$ cat src/rtl/cpu_mem_bus_unit.sv
// cpu_mem_bus_unit: memory-stage access controller. BRAM stores complete in
// the request cycle; BRAM loads and all accelerator-bus accesses stall the
// pipeline until a DONE cycle, which is also where load data is written back.
// Bus waits are bounded, and a timeout raises a sticky error flag.
module cpu_mem_bus_unit #(
  parameter int                DATA_W   = 16,
  parameter int                ADDR_W   = 16,
  parameter int                N_CH     = 4,
  parameter int                MEM_LAT  = 1,
  parameter logic [ADDR_W-1:0] BUS_BASE = ADDR_W'(16'hF000),
  parameter int                TIMEOUT  = 64
) (
  input  logic                     clk,
  input  logic                     rst,
  input  logic                     req_valid,
  input  logic                     req_write,
  input  logic [ADDR_W-1:0]        req_addr,
  input  logic [DATA_W-1:0]        req_wdata,
  input  logic [3:0]               req_dest,
  output logic                     stall,
  output logic                     wb_valid,
  output logic [3:0]               wb_dest,
  output logic [DATA_W-1:0]        wb_data,
  output logic                     mem_en,
  output logic                     mem_wr,
  output logic [ADDR_W-1:0]        mem_addr,
  output logic [DATA_W-1:0]        mem_wdata,
  input  logic [DATA_W-1:0]        mem_rdata,
  output logic [N_CH-1:0]          bus_tx_valid,
  output logic [DATA_W-1:0]        bus_tx_data,
  input  logic [N_CH-1:0]          bus_tx_ready,
  input  logic [N_CH-1:0]          bus_rx_valid,
  input  logic [N_CH*DATA_W-1:0]   bus_rx_data,
  output logic [N_CH-1:0]          bus_rx_ready,
  output logic                     err,
  input  logic                     err_clr
);

  localparam int CHW   = (N_CH > 1) ? $clog2(N_CH) : 1;
  localparam int CNT_W = $clog2(TIMEOUT + MEM_LAT + 1);

  typedef enum logic [2:0] {
    S_IDLE, S_MEM_RD, S_BUS_WR, S_BUS_RD, S_DONE
  } state_t;

  state_t             state_q, state_d;
  logic [CNT_W-1:0]   cnt_q, cnt_d;
  logic [CHW-1:0]     ch_q, ch_d;
  logic [3:0]         dest_q, dest_d;
  logic [DATA_W-1:0]  tx_data_q, tx_data_d;
  logic [DATA_W-1:0]  wb_data_q, wb_data_d;
  logic               wb_valid_q, wb_valid_d;
  logic               err_q, err_d;

  logic               is_bus;
  logic [CHW-1:0]     ch_sel;
  logic [N_CH-1:0]    ch_onehot;
  logic               tx_hs, rx_hs, time_up;
  logic [DATA_W-1:0]  rx_slice;

  assign is_bus    = (req_addr >= BUS_BASE);
  // A single channel has no select bits; pin it to channel 0.
  assign ch_sel    = (N_CH > 1) ? req_addr[CHW-1:0] : '0;
  assign ch_onehot = N_CH'(1) << ch_q;
  assign tx_hs     = bus_tx_ready[ch_q];
  assign rx_hs     = bus_rx_valid[ch_q];
  assign rx_slice  = bus_rx_data[int'(ch_q)*DATA_W +: DATA_W];
  // Last permitted wait cycle: the counter starts at 0 on state entry.
  assign time_up   = (cnt_q == CNT_W'(TIMEOUT - 1));

  // Next-state and datapath capture for the access FSM.
  always_comb begin
    state_d    = state_q;
    cnt_d      = cnt_q;
    ch_d       = ch_q;
    dest_d     = dest_q;
    tx_data_d  = tx_data_q;
    wb_data_d  = wb_data_q;
    wb_valid_d = 1'b0;
    // A timeout set below overrides this clear.
    err_d      = err_q & ~err_clr;
    case (state_q)
      S_IDLE: begin
        if (req_valid) begin
          if (!is_bus) begin
            // BRAM stores finish this cycle; only loads leave IDLE.
            if (!req_write) begin
              dest_d  = req_dest;
              cnt_d   = CNT_W'(MEM_LAT);
              state_d = S_MEM_RD;
            end
          end else begin
            ch_d  = ch_sel;
            cnt_d = '0;
            if (req_write) begin
              tx_data_d = req_wdata;
              state_d   = S_BUS_WR;
            end else begin
              dest_d  = req_dest;
              state_d = S_BUS_RD;
            end
          end
        end
      end
      S_MEM_RD: begin
        if (cnt_q == CNT_W'(1)) begin
          wb_data_d  = mem_rdata;
          wb_valid_d = 1'b1;
          state_d    = S_DONE;
        end else begin
          cnt_d = cnt_q - CNT_W'(1);
        end
      end
      S_BUS_WR: begin
        if (tx_hs) begin
          state_d = S_DONE;
        end else if (time_up) begin
          err_d   = 1'b1;
          state_d = S_DONE;
        end else begin
          cnt_d = cnt_q + CNT_W'(1);
        end
      end
      S_BUS_RD: begin
        if (rx_hs) begin
          wb_data_d  = rx_slice;
          wb_valid_d = 1'b1;
          state_d    = S_DONE;
        end else if (time_up) begin
          // A dead channel still retires the load, with all-ones data.
          wb_data_d  = '1;
          wb_valid_d = 1'b1;
          err_d      = 1'b1;
          state_d    = S_DONE;
        end else begin
          cnt_d = cnt_q + CNT_W'(1);
        end
      end
      // Request inputs still show the completing instruction; ignore them.
      S_DONE:  state_d = S_IDLE;
      default: state_d = S_IDLE;
    endcase
  end

  // State registers; reset drops any access in flight without writeback.
  always_ff @(posedge clk or posedge rst) begin
    if (rst) begin
      state_q    <= S_IDLE;
      cnt_q      <= '0;
      ch_q       <= '0;
      dest_q     <= '0;
      tx_data_q  <= '0;
      wb_data_q  <= '0;
      wb_valid_q <= 1'b0;
      err_q      <= 1'b0;
    end else begin
      state_q    <= state_d;
      cnt_q      <= cnt_d;
      ch_q       <= ch_d;
      dest_q     <= dest_d;
      tx_data_q  <= tx_data_d;
      wb_data_q  <= wb_data_d;
      wb_valid_q <= wb_valid_d;
      err_q      <= err_d;
    end
  end

  // Request-cycle decode is combinational, so it is gated by rst to keep
  // every output low while reset is held.
  assign stall = ~rst & (
                   ((state_q == S_IDLE) & req_valid & (is_bus | ~req_write)) |
                   (state_q == S_MEM_RD) | (state_q == S_BUS_WR) |
                   (state_q == S_BUS_RD));
  assign mem_en       = ~rst & (state_q == S_IDLE) & req_valid & ~is_bus;
  assign mem_wr       = mem_en & req_write;
  assign mem_addr     = req_addr;
  assign mem_wdata    = req_wdata;
  assign bus_tx_valid = (state_q == S_BUS_WR) ? ch_onehot : '0;
  assign bus_rx_ready = (state_q == S_BUS_RD) ? ch_onehot : '0;
  assign bus_tx_data  = tx_data_q;
  assign wb_valid     = wb_valid_q;
  assign wb_dest      = dest_q;
  assign wb_data      = wb_data_q;
  assign err          = err_q;

endmodule

$ cat config.mk
export PLATFORM = sky130hd
export DESIGN_NAME = cpu_mem_bus_unit
export DESIGN_NICKNAME = d
export VERILOG_FILES = /design/src/rtl/cpu_mem_bus_unit.sv
export SDC_FILE = /design/constraint.sdc
export NUM_CORES = 1
export LEC_CHECK = 0
export ABC_AREA = 1
export ABC_CLOCK_PERIOD_IN_PS = 4120
export CAP_MARGIN = 5
export CELL_PAD_IN_SITES_DETAIL_PLACEMENT = 0
export CELL_PAD_IN_SITES_GLOBAL_PLACEMENT = 1
export CORE_MARGIN = 2
export CORE_UTILIZATION = 28
export DETAILED_ROUTE_END_ITERATION = 8
export GPL_ROUTABILITY_DRIVEN = 0
export GPL_TIMING_DRIVEN = 1
export HOLD_SLACK_MARGIN = 0.03
export PLACE_DENSITY = 0.93
export SYNTH_ARGS = -nofsm -noshare
export SYNTH_HDL_FRONTEND = slang
export SYNTH_SLANG_ARGS = --single-unit
$ cat constraint.sdc
create_clock -name clk -period 4.12 [get_ports clk]
set_input_delay 0.824 -clock clk [delete_from_list [all_inputs] [get_ports clk]]
set_output_delay 0.824 -clock clk [all_outputs]
set_load 0.02 [all_outputs]
== Word level (Yosys, flattened, before mapping) ==
Cells that the tools add are included.

* Add/subtract/negate cells: 2
* Order comparisons: 2
* Equality and inequality tests: 12
* Shift-type cells: 2
* Multiplexer cells: 35
* Bitwise gates (word level): 16
* Reductions and logical operators: 9

{| class="wikitable"
|+ Operator list
! kind !! number
|-
| variable part select 64 x 7 -> 16 bit || 1
|-
| 2-to-1 mux 7 bit || 7
|-
| 2-to-1 mux 16 bit || 3
|-
| case mux 16 bit (2 select lines) || 1
|-
| case mux 7 bit (4 select lines) || 1
|-
| 2-to-1 mux 3 bit || 7
|-
| greater-or-equal comparator 16 bit, second input constant || 1
|-
| case mux 3 bit (4 select lines) || 1
|-
| AND reduction 3 bit || 4
|-
| inequality test 2 bit, second input constant || 5
|-
| 2-to-1 mux 1 bit || 9
|-
| AND 1 bit || 8
|-
| 2-to-1 mux 4 bit || 2
|-
| adder 7 x 1 -> 7 bit, second input constant || 1
|-
| == test 7 x 1 -> 1 bit, second input constant || 1
|-
| == test 7 x 6 -> 1 bit, second input constant || 1
|-
| subtractor 7 x 1 -> 7 bit, second input constant || 1
|-
| == test 3 x 2 -> 1 bit, second input constant || 2
|-
| inequality test 3 bit, second input constant || 2
|-
| AND reduction 6 bit || 1
|-
| binary-select mux 1 bit (select 2 bit) || 2
|-
| NOT 1 bit || 4
|-
| OR 1 bit || 4
|-
| case mux 1 bit (2 select lines) || 2
|-
| other kinds (7) || 7
|}

* Register bits after elaboration: 50
* Input port bits: 129
* Output and inout port bits: 81
* Word-level logic and storage cells: 86

== Logic depth before layout (Yosys ltp) ==
Gate-level depths: netlist of the first run.

* Word-level depth: 7
* Depth in mapped cells: 11
* Gate-level depth less buffers: 10

== Worst setup path after synthesis of the first run ==
No wires, ideal clock.

* Path kind: input to output
* Start point: input req_write
* End point: output mem_wr
* Arrival time: 1.792 ns
* Required time: 3.296 ns
* Setup slack: 1.504 ns
* Stages on the path: 3
* Path buffers: 1
* Path through: buf_2 -> inv_1 -> nor4_1

* Word-level cells in the longest chain between the ends: 1

{| class="wikitable"
|+ RTL lines
! what !! line !! source
|-
| start: declaration || 16 || <nowiki>input logic req_write,</nowiki>
|-
| AND 1 bit || 175 || <nowiki>assign mem_wr = mem_en & req_write;</nowiki>
|-
| end: declaration || 25 || <nowiki>output logic mem_wr,</nowiki>
|}

Every way passes these cells.

== Final worst setup path of the first run ==
* Start point: input req_addr[12]
* End point: output stall

* Word-level cells in the longest chain between the ends: 7

{| class="wikitable"
|+ RTL lines
! what !! line !! source
|-
| start: declaration || 17 || <nowiki>input logic [ADDR_W-1:0] req_addr,</nowiki>
|-
| greater-or-equal comparator 16 bit || 61 || <nowiki>assign is_bus = (req_addr >= BUS_BASE);</nowiki>
|-
| OR 1 bit || 171 || <nowiki>((state_q == S_IDLE) & req_valid & (is_bus | ~req_write)) |</nowiki>
|-
| AND 1 bit || 171 ||
|-
| OR 1 bit || 171 ||
|-
| OR 1 bit (2 in a row) || 172 || <nowiki>(state_q == S_MEM_RD) | (state_q == S_BUS_WR) |</nowiki>
|-
| AND 1 bit || 170 || <nowiki>assign stall = ~rst & (</nowiki>
|-
| end: declaration || 20 || <nowiki>output logic stall,</nowiki>
|}

Every way passes these cells.

==> impl_metrics.tcl, run 1 <==
set metrics [dict create \
    status "complete, no violations" \
    syn_to_final_growth_pct 51.4 \
    required_ps 3300 \
    cts_tree "built" \
    dieArea_sq_um 14100 \
    ys_seq_elements 50 \
    pre_cts_ws_ps 740 \
    clock.fmax_mhz 297 \
    path_max_fanout 7 \
    cts_root_buf "clkbuf_16" \
    track_usage 0.168 \
    start_util 0.290 \
    clock_latency_ps 290 \
    firstDrtPassIters 4 \
    die_width_um 119 \
    postRouteAntennaNets 0 \
    synth_edf_count 0 \
    r2r_cells 9 \
    clk_pin_slew_ps 70 \
    p_switching_w 0.000280 \
    vias 3904 \
    remaining_drc_errors 0 \
    hold_buffers 0 \
    timing.slew.headroom 0.272 \
    hp-start "bus_tx_data[2]" \
    dpl_cell_area_sq_um 5420 \
    grt_pass1_vias 4028 \
    hold_viol 0 \
    synth_compound_area_frac 0.0349 \
    cp.arrival_ps 2550 \
    r2r-start "state_q[2]" \
    synth-adder-area-share 0.0102 \
    powerDensity_nw_per_um2 217 \
    hold_end "bus_tx_data[2]" \
    antennaDiodeCount 0 \
    io_pins 210 \
    cts_buffers 5 \
    wirelength_um 12100 \
    p_seq_frac 0.415 \
    combPwrFrac 0.191 \
    tightest_slew_ps 1090 \
    io_buffers 189 \
    critPathLaunchType "input pin" \
    finalWorstSetupSlack_ps 751 \
    met2_wirelength_um 5970 \
    worstSetupEndpointType "output port" \
    design_area_sq_um 5590 \
    wl_met3_um 948 \
    htreeDepth 2 \
    dp.final_hpwl_um 9200 \
    die_h_um 119 \
    routed_via_density 4.65 \
    maxSlewViolCount 0 \
    yosysWarnings 0 \
    grt_overflow 0 \
    top_layer_used "met4" \
    synth_top_family_by_area "simple AND/OR/NAND/NOR gates" \
    rows 41 \
    power_frac_clock 0.395 \
    wl_met1_um 4970 \
    r2r_end "bus_tx_data[6]" \
    syn_inst 521 \
    ctsResizeCount 0 \
    synth_commonest_cells "nand2_1, dfrtp_1, nand3_1" \
    r2r_setup_slack_ps 2220 \
    utilization 0.439 \
    synthFlopType "dfrtp_1" \
    hold_ws_ps 471 \
    internal_power_w 0.000934 \
    drt_iter0_drc 232 \
    muxShareOfSynthArea 0 \
    leakagePower_nw 2.56 \
    cp_common_cell "clkdlybuf4s50_1" \
    hold_path_depth 2 \
    yosys-top-cells-area "dfrtp_1, nand2_1, buf_4" \
    grt_pass1_wl_um 19600 \
    synthMostInstantiatedCell "nand2_1" \
    cts_buffer_depth 2 \
    period_share 0.818 \
    max-vdd-ir-drop_mv 0.133 \
    core_sq_um 12700 \
    ys_seq_area_frac 0.339 \
    synth-simple-area-share 0.472 \
    synth.top_cell.area_share 0.339 \
    synthXorXnorAreaFrac 0.00237 \
    grt_max_degree 51 \
    critPathKind "in -> out" \
    grt_setup_unrepaired "no" \
    hp-class "reg -> reg" \
    slowest_stage "clkdlybuf4s50_1" \
    async_flop_share 1.00 \
    syn_area_sq_um 3690 \
    antenna_found_initial 0 \
    post_cts_buffers 0 \
    crit_path_max_incr_delay_ps 610 \
    tns_ps 0 \
    crit_chain "clkdlybuf4s50_1 > nand2_1 > nor2_2 > nand3_1 > inv_2 > nor3_1 > nor2_1 > clkdlybuf4s50_1" \
    skew_ps 6.65 \
    finalSetupViolCount 0 \
    yosysTopAreaCell "dfrtp_1" \
    synth_cell_type_count 32 \
    synth.avg_cell_area_sq_um 7.09 \
    swShare 0.230 \
    cts_sinks 50 \
    wl_per_cell_um 14.4 \
    fin_crit_ps 3370 \
    syn_nets 653 \
    drive_gt1_frac 0.0988 \
    cap_violations 0 \
    nNetsFinal 799 \
]
==> area by class of cell <==
cell class                      count  area (sq um)
Clock buffer                        5           125
Clock inverter                      3          43.8
Fill cell                        1327          7130
Inverter                           33           129
Multi-Input combinational cell    386          1920
Sequential cell                    50          1250
Tap cell                          172           215
Timing Repair Buffer              191          1910
==> power by group through the flow <==
stage	Sequential, W	Combinational, W	Clock [W]
final	0.000503	0.000231	0.000479
after global routing	0.000504	0.000247	0.000512
after CTS	0.000503	0.000233	0.000488
after detailed placement	0.000513	0.000232	0
after global placement	0.000512	0.000231	0
after floorplan	0.000522	0.0000843	0
==> registers in the layout, indices dropped and copies added, names as in the netlist <==
register,cells
bus_tx_data,16
wb_data,16
cnt_q,7
wb_dest,4
state_q,3
ch_q,2
err,1
wb_valid,1
==> worst max path at each step <==
stage | from | end | slack (ps) | cells after the start
final | req_addr[12] | stall | 750 | 8
after global routing | req_addr[12] | stall | 580 | 8
after floorplan | req_write | mem_wr | 1500 | 3
after detailed placement | req_addr[12] | stall | 740 | 8
after CTS | req_addr[12] | stall | 740 | 8
after global placement | req_addr[12] | stall | 770 | 8
==> critical path: cells and delay by family <==
family | cells | cell delay, ps
buf+inv | 3 | 1170
simple gates | 5 | 560
==> cell families after synthesis <==
family          count (synthesis)
xor+xnor                        1
fa+ha+maj                       3
flops                          50
buf+inv                        85
simple gates                  361
compound gates                 21
==> metal layers <==
metal  vias to the layer above  GRT usage
li1                       1938          -
met1                      1801      0.194
met2                       147      0.301
met3                        18     0.0512
met4                         0     0.0461
met5                         -          0
==> cell usage in the layout, fill, tap and decap left out, types with 2 or more instances in the layout <==
cell type,synthesis,final
ha_1,3,3
o21bai_1,7,7
clkbuf_16,0,5
or2_1,3,3
or2_2,19,19
clkdlybuf4s50_1,0,189
or2_0,10,10
nand3_4,3,3
nor2_2,7,7
nand2_2,9,9
dfrtp_1,50,50
o21ai_0,10,10
nor3_1,2,2
nand2_1,192,192
inv_6,1,2
nand4_1,35,35
inv_2,8,9
buf_4,36,2
nand3_1,50,50
nor2_1,21,21
nand2_4,5,5
inv_1,24,23
nor2_4,2,2
==> stage by stage <==
step                instances  total power, W
detailed placement        832        0.000744
global route              840         0.00126
floorplan                 521        0.000607
finish                    840         0.00121
global placement          832        0.000743
CTS                       840         0.00122
Power figures use the tool's default switching activity.
==> run 2: changes to the inputs <==
--- a/config.mk
+++ b/config.mk
@@ -6,17 +6,17 @@
 export NUM_CORES = 1
 export LEC_CHECK = 0
 export ABC_AREA = 1
-export ABC_CLOCK_PERIOD_IN_PS = 4120
+export ABC_CLOCK_PERIOD_IN_PS = 3270
 export CAP_MARGIN = 5
 export CELL_PAD_IN_SITES_DETAIL_PLACEMENT = 0
 export CELL_PAD_IN_SITES_GLOBAL_PLACEMENT = 1
 export CORE_MARGIN = 2
-export CORE_UTILIZATION = 28
+export CORE_UTILIZATION = 26
 export DETAILED_ROUTE_END_ITERATION = 8
 export GPL_ROUTABILITY_DRIVEN = 0
 export GPL_TIMING_DRIVEN = 1
 export HOLD_SLACK_MARGIN = 0.03
-export PLACE_DENSITY = 0.93
+export PLACE_DENSITY = 0.87
 export SYNTH_ARGS = -nofsm -noshare
 export SYNTH_HDL_FRONTEND = slang
 export SYNTH_SLANG_ARGS = --single-unit
==> constraint.sdc (replaced) <==
create_clock -name clk -period 3.27 [get_ports clk]
set_input_delay 0.654 -clock clk [delete_from_list [all_inputs] [get_ports clk]]
set_output_delay 0.654 -clock clk [all_outputs]
set_load 0.02 [all_outputs]
==> run 2 against run 1 <==
Effect of this change:
- cell area grew 0.54%
- routed wire length shrank 2.5%
- utilization shrank 3.5 points
- critical path type unchanged
- largest cell class is now buffers
==> impl_metrics.tcl, run 2 (synthesis gave the netlist of run 1 again) <==
set metrics [dict create \
    final_cell_mix "nand2_1, clkdlybuf4s50_1, nand3_1, dfrtp_1, nand4_1" \
    die_h_um 123 \
    critPathKind "in -> out" \
    tightest_slew_ps 662 \
    path_max_fanout 5 \
    track_usage 0.156 \
    grt_pass1_vias 3873 \
    required_ps 2620 \
    grt_setup_unrepaired "no" \
    core_sq_um 13900 \
    design_area_sq_um 5620 \
    finalSetupViolCount 0 \
    clock_latency_ps 290 \
    final_cells 854 \
    clock.fmax_mhz 339 \
    dieArea_sq_um 15200 \
    maxSlewViolCount 0 \
    routed_via_density 4.48 \
    hold_path_depth 2 \
    htreeDepth 2 \
    period_share 0.902 \
    io_pins 210 \
    remaining_drc_errors 0 \
    powerDensity_nw_per_um2 258 \
    dpl_cell_area_sq_um 5480 \
    critPathLaunchType "input pin" \
    grt_pass1_wl_um 19000 \
    place_inst 846 \
    cap_violations 0 \
    hp-class "reg -> reg" \
    postRouteAntennaNets 0 \
    finalWorstSetupSlack_ps 319 \
    firstDrtPassIters 4 \
    cts_buffer_depth 2 \
    die_width_um 123 \
    pre_cts_ws_ps 298 \
    cp.arrival_ps 2300 \
    status "complete, no violations" \
    ctsResizeCount 0 \
    cts_sinks 50 \
    leakagePower_nw 2.58 \
    hold_buffers 0 \
    r2r_cells 9 \
    max-vdd-ir-drop_mv 0.328 \
    wl_per_cell_um 13.8 \
    grt_overflow 0 \
    skew_ps 11.7 \
    start_util 0.266 \
    cts_root_buf "clkbuf_16" \
    fin_crit_ps 2950 \
    vias 3823 \
    antennaDiodeCount 0 \
    antenna_found_initial 0 \
    total_power_w 0.00145 \
    io_buffers 189 \
    tns_ps 0 \
    drt_iter0_drc 161 \
    wirelength_um 11800 \
    post_cts_buffers 0 \
    dp.final_hpwl_um 8860 \
    syn_to_final_growth_pct 52.2 \
    cts_buffers 5 \
    grt_max_degree 51 \
    cts_tree "built" \
    timing.slew.headroom 0.558 \
    nNetsFinal 805 \
    worstSetupEndpointType "output port" \
    rows 43 \
    hold_viol 0 \
    drive_gt1_frac 0.107 \
    final_common_cell "nand2_1" \
    clk_pin_slew_ps 70 \
]
[run 2: worst max-delay path: stages]
cell and delay (ps):
clkdlybuf4s50_1 440, inv_1 110, nand3_1 160, inv_1 170, nor3_1 70, nor2_1 80
clkdlybuf4s50_1 610
[run 2: path summary, 6_finish.rpt]
| kind | startpoint | to | slack [ps] |
|---|---|---|---|
| setup / recovery | req_write | stall | 320 |
| hold / removal | bus_tx_data[3] | bus_tx_data[3] | 470 |
| setup reg to reg | ch_q[0] | wb_data[5] | 1340 |
| hold reg to reg | bus_tx_data[3] | bus_tx_data[3] | 470 |
| max in group asynchronous | rst | wb_data[4] | 1880 |
| min in group asynchronous | rst | cnt_q[0] | 940 |
[run 2: final cells by class]
| cell class | instances | area (sq um) |
|---|---|---|
| clock buffer | 5 | 125 |
| clock inverter | 3 | 18.8 |
| fill | 1445 | 8260 |
| inverter | 33 | 129 |
| multi-input combinational | 386 | 1920 |
| sequential | 50 | 1250 |
| tap | 180 | 225 |
| timing repair buffer | 197 | 1950 |
[run 2: where the power goes]
group	internal [W]	leakage [nW]	switching [W]
clock	0.000284	0.0740	0.000242
sequential	0.000628	0.626	0.00000551
combinational	0.000187	1.88	0.000102
total	0.00110	2.58	0.000350
[run 2: through the flow]
| stage | util | hold WS, ps |
|---|---|---|
| 2_1_floorplan | - | 551 |
| 3_3_place_gp | 0.395 | 452 |
| 3_5_place_dp | 0.395 | 457 |
| 4_1_cts | 0.405 | 476 |
| 5_1_grt | 0.405 | 505 |
| 6_report | 0.405 | 474 |
[run 2: layer usage]
layer | vias up | routed length, um | GRT usage | part of all wire
li1 | 1948 | - | - | -
met1 | 1714 | 4980 | 0.189 | 0.42
met5 | - | 0 | 0 | 0
met2 | 139 | 5540 | 0.262 | 0.47
met3 | 22 | 996 | 0.0466 | 0.084
met4 | 0 | 286 | 0.0540 | 0.024
==> run 3: changes to the inputs <==
--- a/config.mk
+++ b/config.mk
@@ -11,12 +11,13 @@
 export CELL_PAD_IN_SITES_DETAIL_PLACEMENT = 0
 export CELL_PAD_IN_SITES_GLOBAL_PLACEMENT = 1
 export CORE_MARGIN = 2
-export CORE_UTILIZATION = 26
+export CORE_UTILIZATION = 43
 export DETAILED_ROUTE_END_ITERATION = 8
+export DONT_BUFFER_PORTS = 1
 export GPL_ROUTABILITY_DRIVEN = 0
 export GPL_TIMING_DRIVEN = 1
 export HOLD_SLACK_MARGIN = 0.03
-export PLACE_DENSITY = 0.87
+export PLACE_DENSITY = 0.86
 export SYNTH_ARGS = -nofsm -noshare
 export SYNTH_HDL_FRONTEND = slang
 export SYNTH_SLANG_ARGS = --single-unit
==> run 3 against run 2 <==
Effect of this change:
- worst hold slack got worse by 21 ps
- non-clock buffer count fell by 193
- critical path depth did not move
- register-to-register slack improved by 50 ps
- setup slack improved by 430 ps
- clock power fell by 13%
- utilization rose by 2.8 points
- combinational power fell by 81%
- critical endpoint unchanged
- highest routed layer unchanged
==> impl_metrics.tcl, run 3 (synthesis gave the netlist of run 1 again) <==
set metrics [dict create \
    cts_buffers 5 \
    ctsResizeCount 0 \
    drive_gt1_frac 0.141 \
    place_inst 578 \
    firstDrtPassIters 5 \
    critPathBufInv 2 \
    maxSlewViolCount 0 \
    grt_pass1_wl_um 15200 \
    r2r_end "wb_data[1]" \
    powerDensity_nw_per_um2 325 \
    die_h_um 96.7 \
    hp-class "in -> reg" \
    antennaDiodeCount 0 \
    vias 3259 \
    syn_to_final_growth_pct -3.08 \
    cts_root_buf "clkbuf_8" \
    grt_overflow 0 \
    die_width_um 96.7 \
    cts_tree "built" \
    path_max_fanout 6 \
    critPathLaunchType "flip-flop" \
    drt_iter0_drc 97 \
    worstSetupEndpointType "output port" \
    grt_pass1_vias 3355 \
    utilization 0.433 \
    critPathKind "reg -> out" \
    remaining_drc_errors 0 \
    cp.arrival_ps 1860 \
    clk_pin_slew_ps 100 \
    final_common_cell "nand2_1" \
    finalSetupViolCount 0 \
    dieArea_sq_um 9340 \
    period_share 0.770 \
    cap_violations 0 \
    r2r_cells 9 \
    final_cell_mix "nand2_1, nand3_1, dfrtp_1" \
    crit_path_max_incr_delay_ps 420 \
    track_usage 0.192 \
    clock_latency_ps 310 \
    skew_ps 5.56 \
    tns_ps 0 \
    hp-start "req_dest[0]" \
    cts_sinks 50 \
    nNetsFinal 612 \
    wl_per_cell_um 15.0 \
    leakagePower_nw 1.82 \
    r2r-start "ch_q[0]" \
    r2r_setup_slack_ps 1390 \
    finalWorstSetupSlack_ps 752 \
    grt_setup_unrepaired "no" \
    grt_max_degree 51 \
    wirelength_um 8810 \
    timing.slew.headroom 0.311 \
    antenna_found_initial 0 \
    htreeDepth 2 \
    dp.final_hpwl_um 6740 \
    io_pins 210 \
    cts_buffer_depth 2 \
    crit_chain "nor2_2 > inv_1 > nor2_2 > nand3_1 > inv_1 > nor3_1 > nor2_1" \
    hold_viol 0 \
    hold_ws_ps 453 \
    hold_buffers 0 \
    required_ps 2620 \
    cp.depth 7 \
    hold_path_depth 2 \
    max-vdd-ir-drop_mv 0.215 \
    tightest_slew_ps 1030 \
    final_cells 586 \
    hold_end "wb_dest[0]" \
    core_sq_um 8260 \
    status "complete, no violations" \
    io_buffers 0 \
    post_cts_buffers 0 \
    fin_crit_ps 2520 \
    postRouteAntennaNets 0 \
    start_util 0.447 \
    routed_via_density 5.56 \
    slowest_stage "dfrtp_1" \
    rows 33 \
    pre_cts_ws_ps 1100 \
    clock.fmax_mhz 397 \
    cp_top_family "simple AND/OR/NAND/NOR gates" \
]
-- run 3: cell types whose count changed in the layout (fill, tap and decap cells not counted) --
cell	previous run	this run
clkinvlp_4	0	1
clkbuf_16	5	0
inv_6	2	1
bufinv_16	0	1
clkinv_2	2	0
clkbuf_8	0	5
inv_8	0	1
clkdlybuf4s50_1	189	0
buf_4	8	4
-- run 3: metrics by stage --
step                      power [W]  cell area, sq um
after CTS                   0.00118              3580
final                       0.00116              3580
after global placement     0.000715              3460
after global routing        0.00122              3580
after floorplan            0.000764              3690
after detailed placement   0.000717              3460
-- run 3: where the power goes --
group	switching [W]	internal, W	total (W)
combinational	0.0000312	0.0000226	0.0000538
sequential	0.0000214	0.000628	0.000649
clock	0.000226	0.000233	0.000460
-- run 3: metal layers --
layer | vias up | part of all wire | track usage
met5 | - | 0 | 0
met3 | 33 | 0.079 | 0.0527
met2 | 159 | 0.48 | 0.313
met4 | 0 | 0.029 | 0.0899
met1 | 1501 | 0.41 | 0.235
li1 | 1566 | - | -
-- run 3: how the worst max path moves through the flow --
stage | slack (ps) | to | start
after floorplan | 990 | mem_wr | req_write
after global placement | 1140 | stall | state_q[1]
after detailed placement | 1100 | stall | state_q[2]
after CTS | 740 | stall | state_q[2]
after global routing | 500 | stall | state_q[2]
final | 750 | stall | state_q[2]
-- run 3: layout make-up --
class                   count  area [sq um]
flip-flops and latches     50          1250
fillers                   855          4680
clock buffers               5          68.8
well taps                 105           131
clock inverters             3          48.8
multi-input cells         386          1920
inverters                  33           129
repair buffers              4          30.0
-- run 3: worst register-to-register path, stage by stage, from the launching register on --
cell     delay (ps)
dfrtp_1         600
inv_6            80
nand2_2          60
nand2_1          70
nand2_2          90
nand2_4          60
nand2_4         280
nand3_4         270
nand3_1         200
nand2_1          70
